**src/rtl/addsub_pkg.sv**
```systemverilog
// Shared constants and configuration check for the pipelined adder/subtractor.
// Operation encodings plus the chunking legality test used at elaboration.
package addsub_pkg;

    localparam logic ADD = 1'b0;
    localparam logic SUB = 1'b1;

    function automatic bit chunks_ok(input int n, input int s);
        return (s >= 1) && (s <= n) && ((n % s) == 0);
    endfunction

endpackage

```
**src/rtl/addsub_chunk.sv**
```systemverilog
// W-bit ripple adder slice: one chunk of the pipelined datapath.
// Also exposes the carry into its MSB for signed-overflow detection.
module addsub_chunk #(
    parameter int W = 4
) (
    input  logic [W-1:0] a,
    input  logic [W-1:0] b,
    input  logic         cin,
    output logic [W-1:0] s,
    output logic         cout,
    output logic         c_msb_in
);

    logic [W:0] full;

    assign full     = {1'b0, a} + {1'b0, b} + {{W{1'b0}}, cin};
    assign s        = full[W-1:0];
    assign cout     = full[W];
    // sum bit = a ^ b ^ carry-in, so the carry into the MSB falls out directly
    assign c_msb_in = a[W-1] ^ b[W-1] ^ s[W-1];

endmodule

```
**src/rtl/pipelined_addsub_nbit.sv**
```systemverilog
// N-bit adder/subtractor split into STAGES ripple chunks, one per pipeline stage.
// A single advance enable moves the whole pipe; earlier sum chunks ride along.
module pipelined_addsub_nbit
    import addsub_pkg::*;
#(
    parameter int N      = 16,
    parameter int STAGES = 4
) (
    input  logic         clk,
    input  logic         rst,
    input  logic         in_valid,
    output logic         in_ready,
    input  logic [N-1:0] a,
    input  logic [N-1:0] b,
    input  logic         sub,
    output logic         out_valid,
    input  logic         out_ready,
    output logic [N-1:0] sum,
    output logic         cout,
    output logic         ovf
);

    localparam int W = N / STAGES;

    if (!chunks_ok(N, STAGES)) begin : g_bad_cfg
        $error("pipelined_addsub_nbit: N must be a multiple of STAGES");
    end

    logic adv;

    logic [STAGES-1:0]        vld_q, vld_d;
    logic [STAGES-1:0][N-1:0] a_q, a_d;
    logic [STAGES-1:0][N-1:0] b_q, b_d;
    logic [STAGES-1:0][N-1:0] res_q, res_d;
    logic [STAGES-1:0]        c_q, c_d;
    logic                     ovf_q, ovf_d;

    logic [STAGES-1:0][N-1:0] a_in, b_in, r_in;
    logic [STAGES-1:0]        c_in;
    logic [STAGES-1:0][W-1:0] s_ch;
    logic [STAGES-1:0]        co_ch, cm_ch;

    assign adv      = !vld_q[STAGES-1] || out_ready;
    assign in_ready = adv;

    for (genvar k = 0; k < STAGES; k++) begin : g_stage
        if (k == 0) begin : g_first
            assign a_in[k] = a;
            assign b_in[k] = (sub == SUB) ? ~b : b;
            assign c_in[k] = sub;
            assign r_in[k] = '0;
        end else begin : g_next
            assign a_in[k] = a_q[k-1];
            assign b_in[k] = b_q[k-1];
            assign c_in[k] = c_q[k-1];
            assign r_in[k] = res_q[k-1];
        end

        addsub_chunk #(
            .W(W)
        ) u_chunk (
            .a       (a_in[k][k*W +: W]),
            .b       (b_in[k][k*W +: W]),
            .cin     (c_in[k]),
            .s       (s_ch[k]),
            .cout    (co_ch[k]),
            .c_msb_in(cm_ch[k])
        );
    end

    // Next state: on advance every stage takes its predecessor's outputs.
    always_comb begin
        vld_d = vld_q;
        a_d   = a_q;
        b_d   = b_q;
        res_d = res_q;
        c_d   = c_q;
        ovf_d = ovf_q;
        if (adv) begin
            vld_d = (vld_q << 1) | STAGES'(in_valid);
            a_d   = a_in;
            b_d   = b_in;
            c_d   = co_ch;
            for (int k = 0; k < STAGES; k++) begin
                res_d[k]            = r_in[k];
                res_d[k][k*W +: W]  = s_ch[k];
            end
            ovf_d = cm_ch[STAGES-1] ^ co_ch[STAGES-1];
        end
    end

    // Pipeline registers; data is cleared too so reset waveforms are clean.
    always_ff @(posedge clk or posedge rst) begin
        if (rst) begin
            vld_q <= '0;
            a_q   <= '0;
            b_q   <= '0;
            res_q <= '0;
            c_q   <= '0;
            ovf_q <= 1'b0;
        end else begin
            vld_q <= vld_d;
            a_q   <= a_d;
            b_q   <= b_d;
            res_q <= res_d;
            c_q   <= c_d;
            ovf_q <= ovf_d;
        end
    end

    assign out_valid = vld_q[STAGES-1];
    assign sum       = res_q[STAGES-1];
    assign cout      = c_q[STAGES-1];
    assign ovf       = ovf_q;

    // Already-consumed low operand chunks and last-stage operands are dead.
    logic unused_ok;
    assign unused_ok = ^{a_q, b_q, cm_ch};

endmodule

```
**config.mk**
```make
export PLATFORM = sky130hd
export DESIGN_NAME = pipelined_addsub_nbit
export DESIGN_NICKNAME = d
export VERILOG_FILES = /design/src/rtl/addsub_pkg.sv /design/src/rtl/addsub_chunk.sv /design/src/rtl/pipelined_addsub_nbit.sv
export SDC_FILE = /design/constraint.sdc
export NUM_CORES = 1
export LEC_CHECK = 0
export ABC_AREA = 1
export CORE_MARGIN = 2
export CORE_UTILIZATION = 55
export CTS_CLUSTER_SIZE = 10
export DETAILED_ROUTE_END_ITERATION = 6
export GPL_ROUTABILITY_DRIVEN = 0
export PLACE_DENSITY = 0.79
export SYNTH_ARGS = -nofsm -noshare
export SYNTH_HDL_FRONTEND = slang
export SYNTH_SLANG_ARGS = --single-unit
```
**constraint.sdc**
```tcl
create_clock -name clk -period 4.5 [get_ports clk]
set_clock_uncertainty 0.1 [all_clocks]
set_input_delay 1.125 -clock clk [delete_from_list [all_inputs] [get_ports clk]]
set_output_delay 1.125 -clock clk [all_outputs]
set_load 0.1 [all_outputs]
```
==> results of run 1 <==
## registers in the layout, indices dropped and copies added, names as in the netlist
signal  cells
c_q         4
a_in       24
ovf         1
r_in       24
sum        16
vld_q       4
b_in       24
## final cells by class
type                            instances  area [sq um]
Fill cell                             626          2560
Sequential cell                        97          2430
Multi-Input combinational cell        302          1640
Timing Repair Buffer                   63           636
Inverter                               48           184
Clock buffer                           13           149
Tap cell                              102           128
Clock inverter                          3          40.0
## power groups by stage
stage / Clock [mW] / Sequential [mW] / Combinational [mW]
after floorplan: 0 / 2.02 / 0.968
after global placement: 0 / 1.45 / 1.88
after detailed placement: 0 / 1.46 / 1.95
after CTS: 0.566 / 1.45 / 1.96
after global routing: 0.595 / 1.49 / 2.15
final: 0.551 / 1.44 / 1.95
## Yosys cell counts (7+ instances only)
master / count
buf_6: 9
buf_2: 11
o21ai_1: 31
nor2_1: 9
ha_1: 12
nand3_1: 11
o21ai_2: 20
xnor2_1: 9
inv_1: 47
o21ai_0: 15
dfrtp_1: 97
nand2_1: 168
fa_1: 7
xor2_1: 7
## logic make-up after synthesis
group	share of synthesized area (%)
simple gates	17.3
fa+ha+maj	6.56
compound gates	10.0
buf+inv	8.06
xor+xnor	3.17
flops	54.9
## stage by stage
step | worst slack, ns | total power [mW] | util [%]
after CTS | 1.28 | 3.97 | 67.0
final | 1.28 | 3.94 | 67.0
after global routing | 1.27 | 4.23 | 67.0
after global placement | 1.29 | 3.33 | 64.5
after floorplan | 0.741 | 2.99 | -
after detailed placement | 1.28 | 3.41 | 64.5
## worst max-delay path, cell delays in order
cell and delay, ns:
clkdlybuf4s50_1 0.40, or2_4 0.29, buf_12 0.17
## routing by layer
metal / global-route usage (%) / share of wire, % / vias to the layer above
met1: 24.9 / 47 / 1452
met4: 8.70 / 2.1 / 0
met5: 0 / 0 / -
met2: 32.2 / 47 / 69
met3: 3.21 / 3.3 / 15
li1: - / - / 1556
## final timing paths
| check | to | slack, ns | cells past startpoint |
|---|---|---|---|
| hold reg to reg | vld_q[3]$_DFFE_PP0P_ | 0.36 | 2 |
| min in group asynchronous | sum[0]$_DFFE_PP0P_ | 1.22 | 2 |
| setup / recovery | in_ready | 1.28 | 3 |
| max in group asynchronous | sum[15]$_DFFE_PP0P_ | 2.35 | 3 |
| setup reg to reg | c_q[0]$_DFFE_PP0P_ | 2.66 | 6 |
| hold / removal | vld_q[3]$_DFFE_PP0P_ | 0.36 | 2 |
==> run_results.csv, run 1 <==
group,metric,value,unit
status,status,"finished clean",
worst_setup_path,crit_start,"out_ready",
logic_synthesis,syn_area,0.00442,sq mm
power,seq_power_share,36.6,%
logic_synthesis,yosysTopAreaCell,"dfrtp_1",
clocking,postCtsSetupBuffers,0,
worst_setup_path,worstSetupStartpointType,"input pin",
logic_synthesis,synth_cell_types,21,
die,start_util,56.9,%
logic_synthesis,synth.top_cell.area_share,54.9,%
cells_and_area,stdcell_area,0.00520,sq mm
clocking,path_clk_slew,0.08,ns
worst_setup_path,worst-path-max-fanout,4,
sta,slew_viol_final,0,
die,io_pins,57,
clocking,cts-root-buf,"clkbuf_8",
route,vias,3092,
cells_and_area,nNetsFinal,577,
global_route,antenna_found_initial,0,
global_route,grt_pass1_vias,3158,
sta,timing.hold.ws,0.355,ns
power,p_sw_share,45.9,%
clocking,htreeDepth,3,
cells_and_area,n_antenna_cell,0,
power,vdd_drop_max,214,uV
logic_synthesis,async_flop_share,100,%
logic_synthesis,synth_nets,526,
worst_setup_path,worstSetupPathType,"in -> out",
logic_synthesis,synth.avg_cell_area,9.41,sq um
sta,fmax,311,MHz
clocking,ctsResizeCount,0,
clocking,clock_sinks,97,
logic_synthesis,seq_area_frac_synth,54.9,%
clocking,postCtsHoldBufs,0,
logic_synthesis,synth-main-ff-cell,"dfrtp_1",
logic_synthesis,synth_edf_count,0,
power,p_leak,2.57,nW
die,core_area,0.00777,sq mm
route,drt_iter0_markers,119,
power,switchingPower,1.81,mW
cells_and_area,drive_above_1_share,8.37,%
sta,tns,0,ns
logic_synthesis,yosys_warnings,0,
power,internal_power,2.13,mW
sta,rsz0062_at_grt,"false",
flow_run,cap_violations,0,
logic_synthesis,yosys-top-cells-area,"dfrtp_1 (55%), nand2_1 (14%), inv_1 (4.0%), o21ai_2 (4.0%), o21ai_1 (3.5%)",
min_path,hold_start,"vld_q[2]$_DFFE_PP0P_",
sta,maxSlewHeadroom,34.4,%
route,via_per_inst,4.92,
placement,placedCellCount,612,
worst_setup_path,endpoint_kind,"output pin",
global_route,grt_max_degree,81,
clocking,cts_made_buffers,9,
logic_synthesis,ys_ff_latch,97,
route,firstDrtPassIters,4,
route,wl_per_cell,12.1,um
sta,post-route-period-util,71.5,%
cells_and_area,final_cell_mix,"nand2_1 (168), dfrtp_1 (97), clkdlybuf4s50_1 (55)",
power,p_comb_share,49.4,%
power,power.density,757,mW/mm^2
global_route,grt_remaining_overflow,0,
cells_and_area,final_common_cell,"nand2_1",
placement,dpl-instance-area,0.00501,sq mm
clocking,worstSkewPairLatency,0.36,ns
sta,hold_violations,0,
worst_setup_path,worstPathArrival,1.99,ns
cells_and_area,syn_to_final_growth,17.6,%
die,rows,32,
global_route,grt_pass1_wl,13.4,mm
min_path,hp-class,"reg -> reg",
die,die_area,0.00878,sq mm
route,antenna_left,0,
die,die_h,93.7,um
clocking,cts_tree,"yes",
sta,setup_viol,0,
global_route,grt_util_all_layers,19.3,%
sta,layout_min_cycle_time,3.22,ns
logic_synthesis,synthesis.instances,470,
sta,worstMarginPinSlew,0.981,ns
placement,dp_hpwl,5.15,mm
cells_and_area,fin_cells,628,
worst_setup_path,r2r_start,"vld_q[3]$_DFFE_PP0P_",
placement,port-buffer-count,56,
route,drt_wl_total,7.63,mm
power,power_frac_clock,14.0,%
route,drcViolationCount,0,
clocking,clockBufferDepth,2,
worst_setup_path,required,3.27,ns
die,die_width,93.7,um
Power figures use the tool's default switching activity.
==> inputs of run 2 (changes only) <==
Settings changed: CORE_UTILIZATION 55 to 50, PLACE_DENSITY 0.79 to 0.76.
Clock period 4.5 ns to 2.9 ns, I/O delays scaled along.
==> run_results.csv, run 2 (synthesized netlist as in run 1, its figures left out) <==
group,metric,value,unit
status,status,"finished clean",
placement,port-buffer-count,56,
route,dr_wl_met2,3.65,mm
route,wl_met1,3.66,mm
sta,setup_viol,0,
sta,fmax,414,MHz
flow_run,cap_violations,0,
die,die_area,0.00961,sq mm
die,rows,34,
route,firstDrtPassIters,4,
power,power.density,1180,mW/mm^2
global_route,grt_remaining_overflow,0,
die,start_util,51.2,%
route,vias,3136,
worst_setup_path,worstPathArrival,1.59,ns
power,vdd_drop_max,460,uV
global_route,grt_pass1_vias,3075,
worst_setup_path,crit_start,"out_ready",
clocking,ctsResizeCount,0,
min_path,hp-class,"reg -> reg",
worst_setup_path,endpoint_kind,"output pin",
global_route,grt_pass1_wl,13.7,mm
cells_and_area,stdcell_area,0.00518,sq mm
min_path,hold_start,"vld_q[2]$_DFFE_PP0P_",
power,total_power,6.10,mW
worst_setup_path,r2r_start,"b_in[60]$_DFFE_PP0P_",
cells_and_area,n_antenna_cell,0,
clocking,htreeDepth,3,
sta,hold_violations,0,
route,wl_per_cell,12.3,um
sta,layout_min_cycle_time,2.42,ns
clocking,cts-root-buf,"clkbuf_8",
placement,dp_hpwl,5.23,mm
worst_setup_path,required,2.08,ns
cells_and_area,syn_to_final_growth,17.1,%
worst_setup_path,worstSetupStartpointType,"input pin",
route,antenna_left,0,
route,via_per_inst,4.96,
cells_and_area,final_common_cell,"nand2_1",
cells_and_area,final_cell_mix,"nand2_1 (168), dfrtp_1 (97), inv_1 (46)",
route,drt_wl_total,7.75,mm
die,die_h,98.1,um
route,top_layer_used,"met4",
sta,maxSlewHeadroom,44.4,%
route,drt_iter0_markers,126,
cells_and_area,drive_above_1_share,12.0,%
die,die_width,98.1,um
sta,rsz0062_at_grt,"false",
route,wl_met3,306,um
clocking,postCtsHoldBufs,0,
global_route,antenna_found_initial,0,
global_route,grt_util_all_layers,17.6,%
worst_setup_path,worstSetupPathType,"in -> out",
power,p_leak,2.58,nW
route,drcViolationCount,0,
placement,dpl-instance-area,0.00498,sq mm
sta,slew_viol_final,0,
clocking,cts_tree,"yes",
sta,worstMarginPinSlew,0.834,ns
die,io_pins,57,
clocking,path_clk_slew,0.09,ns
clocking,postCtsSetupBuffers,0,
worst_setup_path,worst-path-max-fanout,6,
clocking,clock_sinks,97,
clocking,worstSkewPairLatency,0.36,ns
clocking,cts_made_buffers,9,
sta,tns,0,ns
die,core_area,0.00864,sq mm
clocking,clockBufferDepth,2,
global_route,grt_max_degree,98,
cells_and_area,nNetsFinal,575,
sta,post-route-period-util,83.4,%
==> run 2: cell count changes in the layout (fill, tap and decap cells not counted), sizes merged <==
cell and change:
clkinvlp +3, buf +17, clkdlybuf4s50 -19, clkbuf -3
==> run 2: area by class of cell <==
class,count,area (sq um)
Fill cell,741,3460
Sequential cell,97,2430
Multi-Input combinational cell,302,1640
Timing Repair Buffer,61,598
Inverter,48,185
Tap cell,108,135
Clock buffer,10,128
Clock inverter,6,67.6
==> run 2: worst paths after layout <==
kind                                         to  slack (ns)  cells past startpoint
setup / recovery                       in_ready        0.48                      3
max in group asynchronous  r_in[18]$_DFFE_PP0P_        1.56                      3
hold reg to reg            vld_q[3]$_DFFE_PP0P_        0.36                      2
min in group asynchronous  a_in[47]$_DFFE_PP0P_        0.72                      3
setup reg to reg                ovf$_DFFE_PP0P_        1.09                     10
hold / removal             vld_q[3]$_DFFE_PP0P_        0.36                      2
==> run 2: power breakdown <==
part,switching [mW],internal [mW]
Sequential,0.314,1.95
Combinational,2.07,0.898
Clock,0.467,0.402
==> run 2: metrics by stage <==
step	worst slack [ns]	util, %	hold WS (ns)	cells
2_1_floorplan	0.392	-	0.323	470
3_3_place_gp	0.391	57.7	0.336	616
3_5_place_dp	0.276	57.7	0.344	616
4_1_cts	0.475	60.0	0.366	632
5_1_grt	0.444	60.0	0.387	632
6_report	0.482	60.0	0.364	632
==> run 2: layer usage <==
metal | GRT usage, % | vias up
met5 | 0 | -
met4 | 7.16 | 0
met3 | 3.22 | 11
met2 | 28.3 | 56
met1 | 23.8 | 1512
li1 | - | 1557
==> run 2: critical path, cell delays in order <==
cell and delay, ns:
clkdlybuf4s50_1 0.40, or2_4 0.29, buf_12 0.17
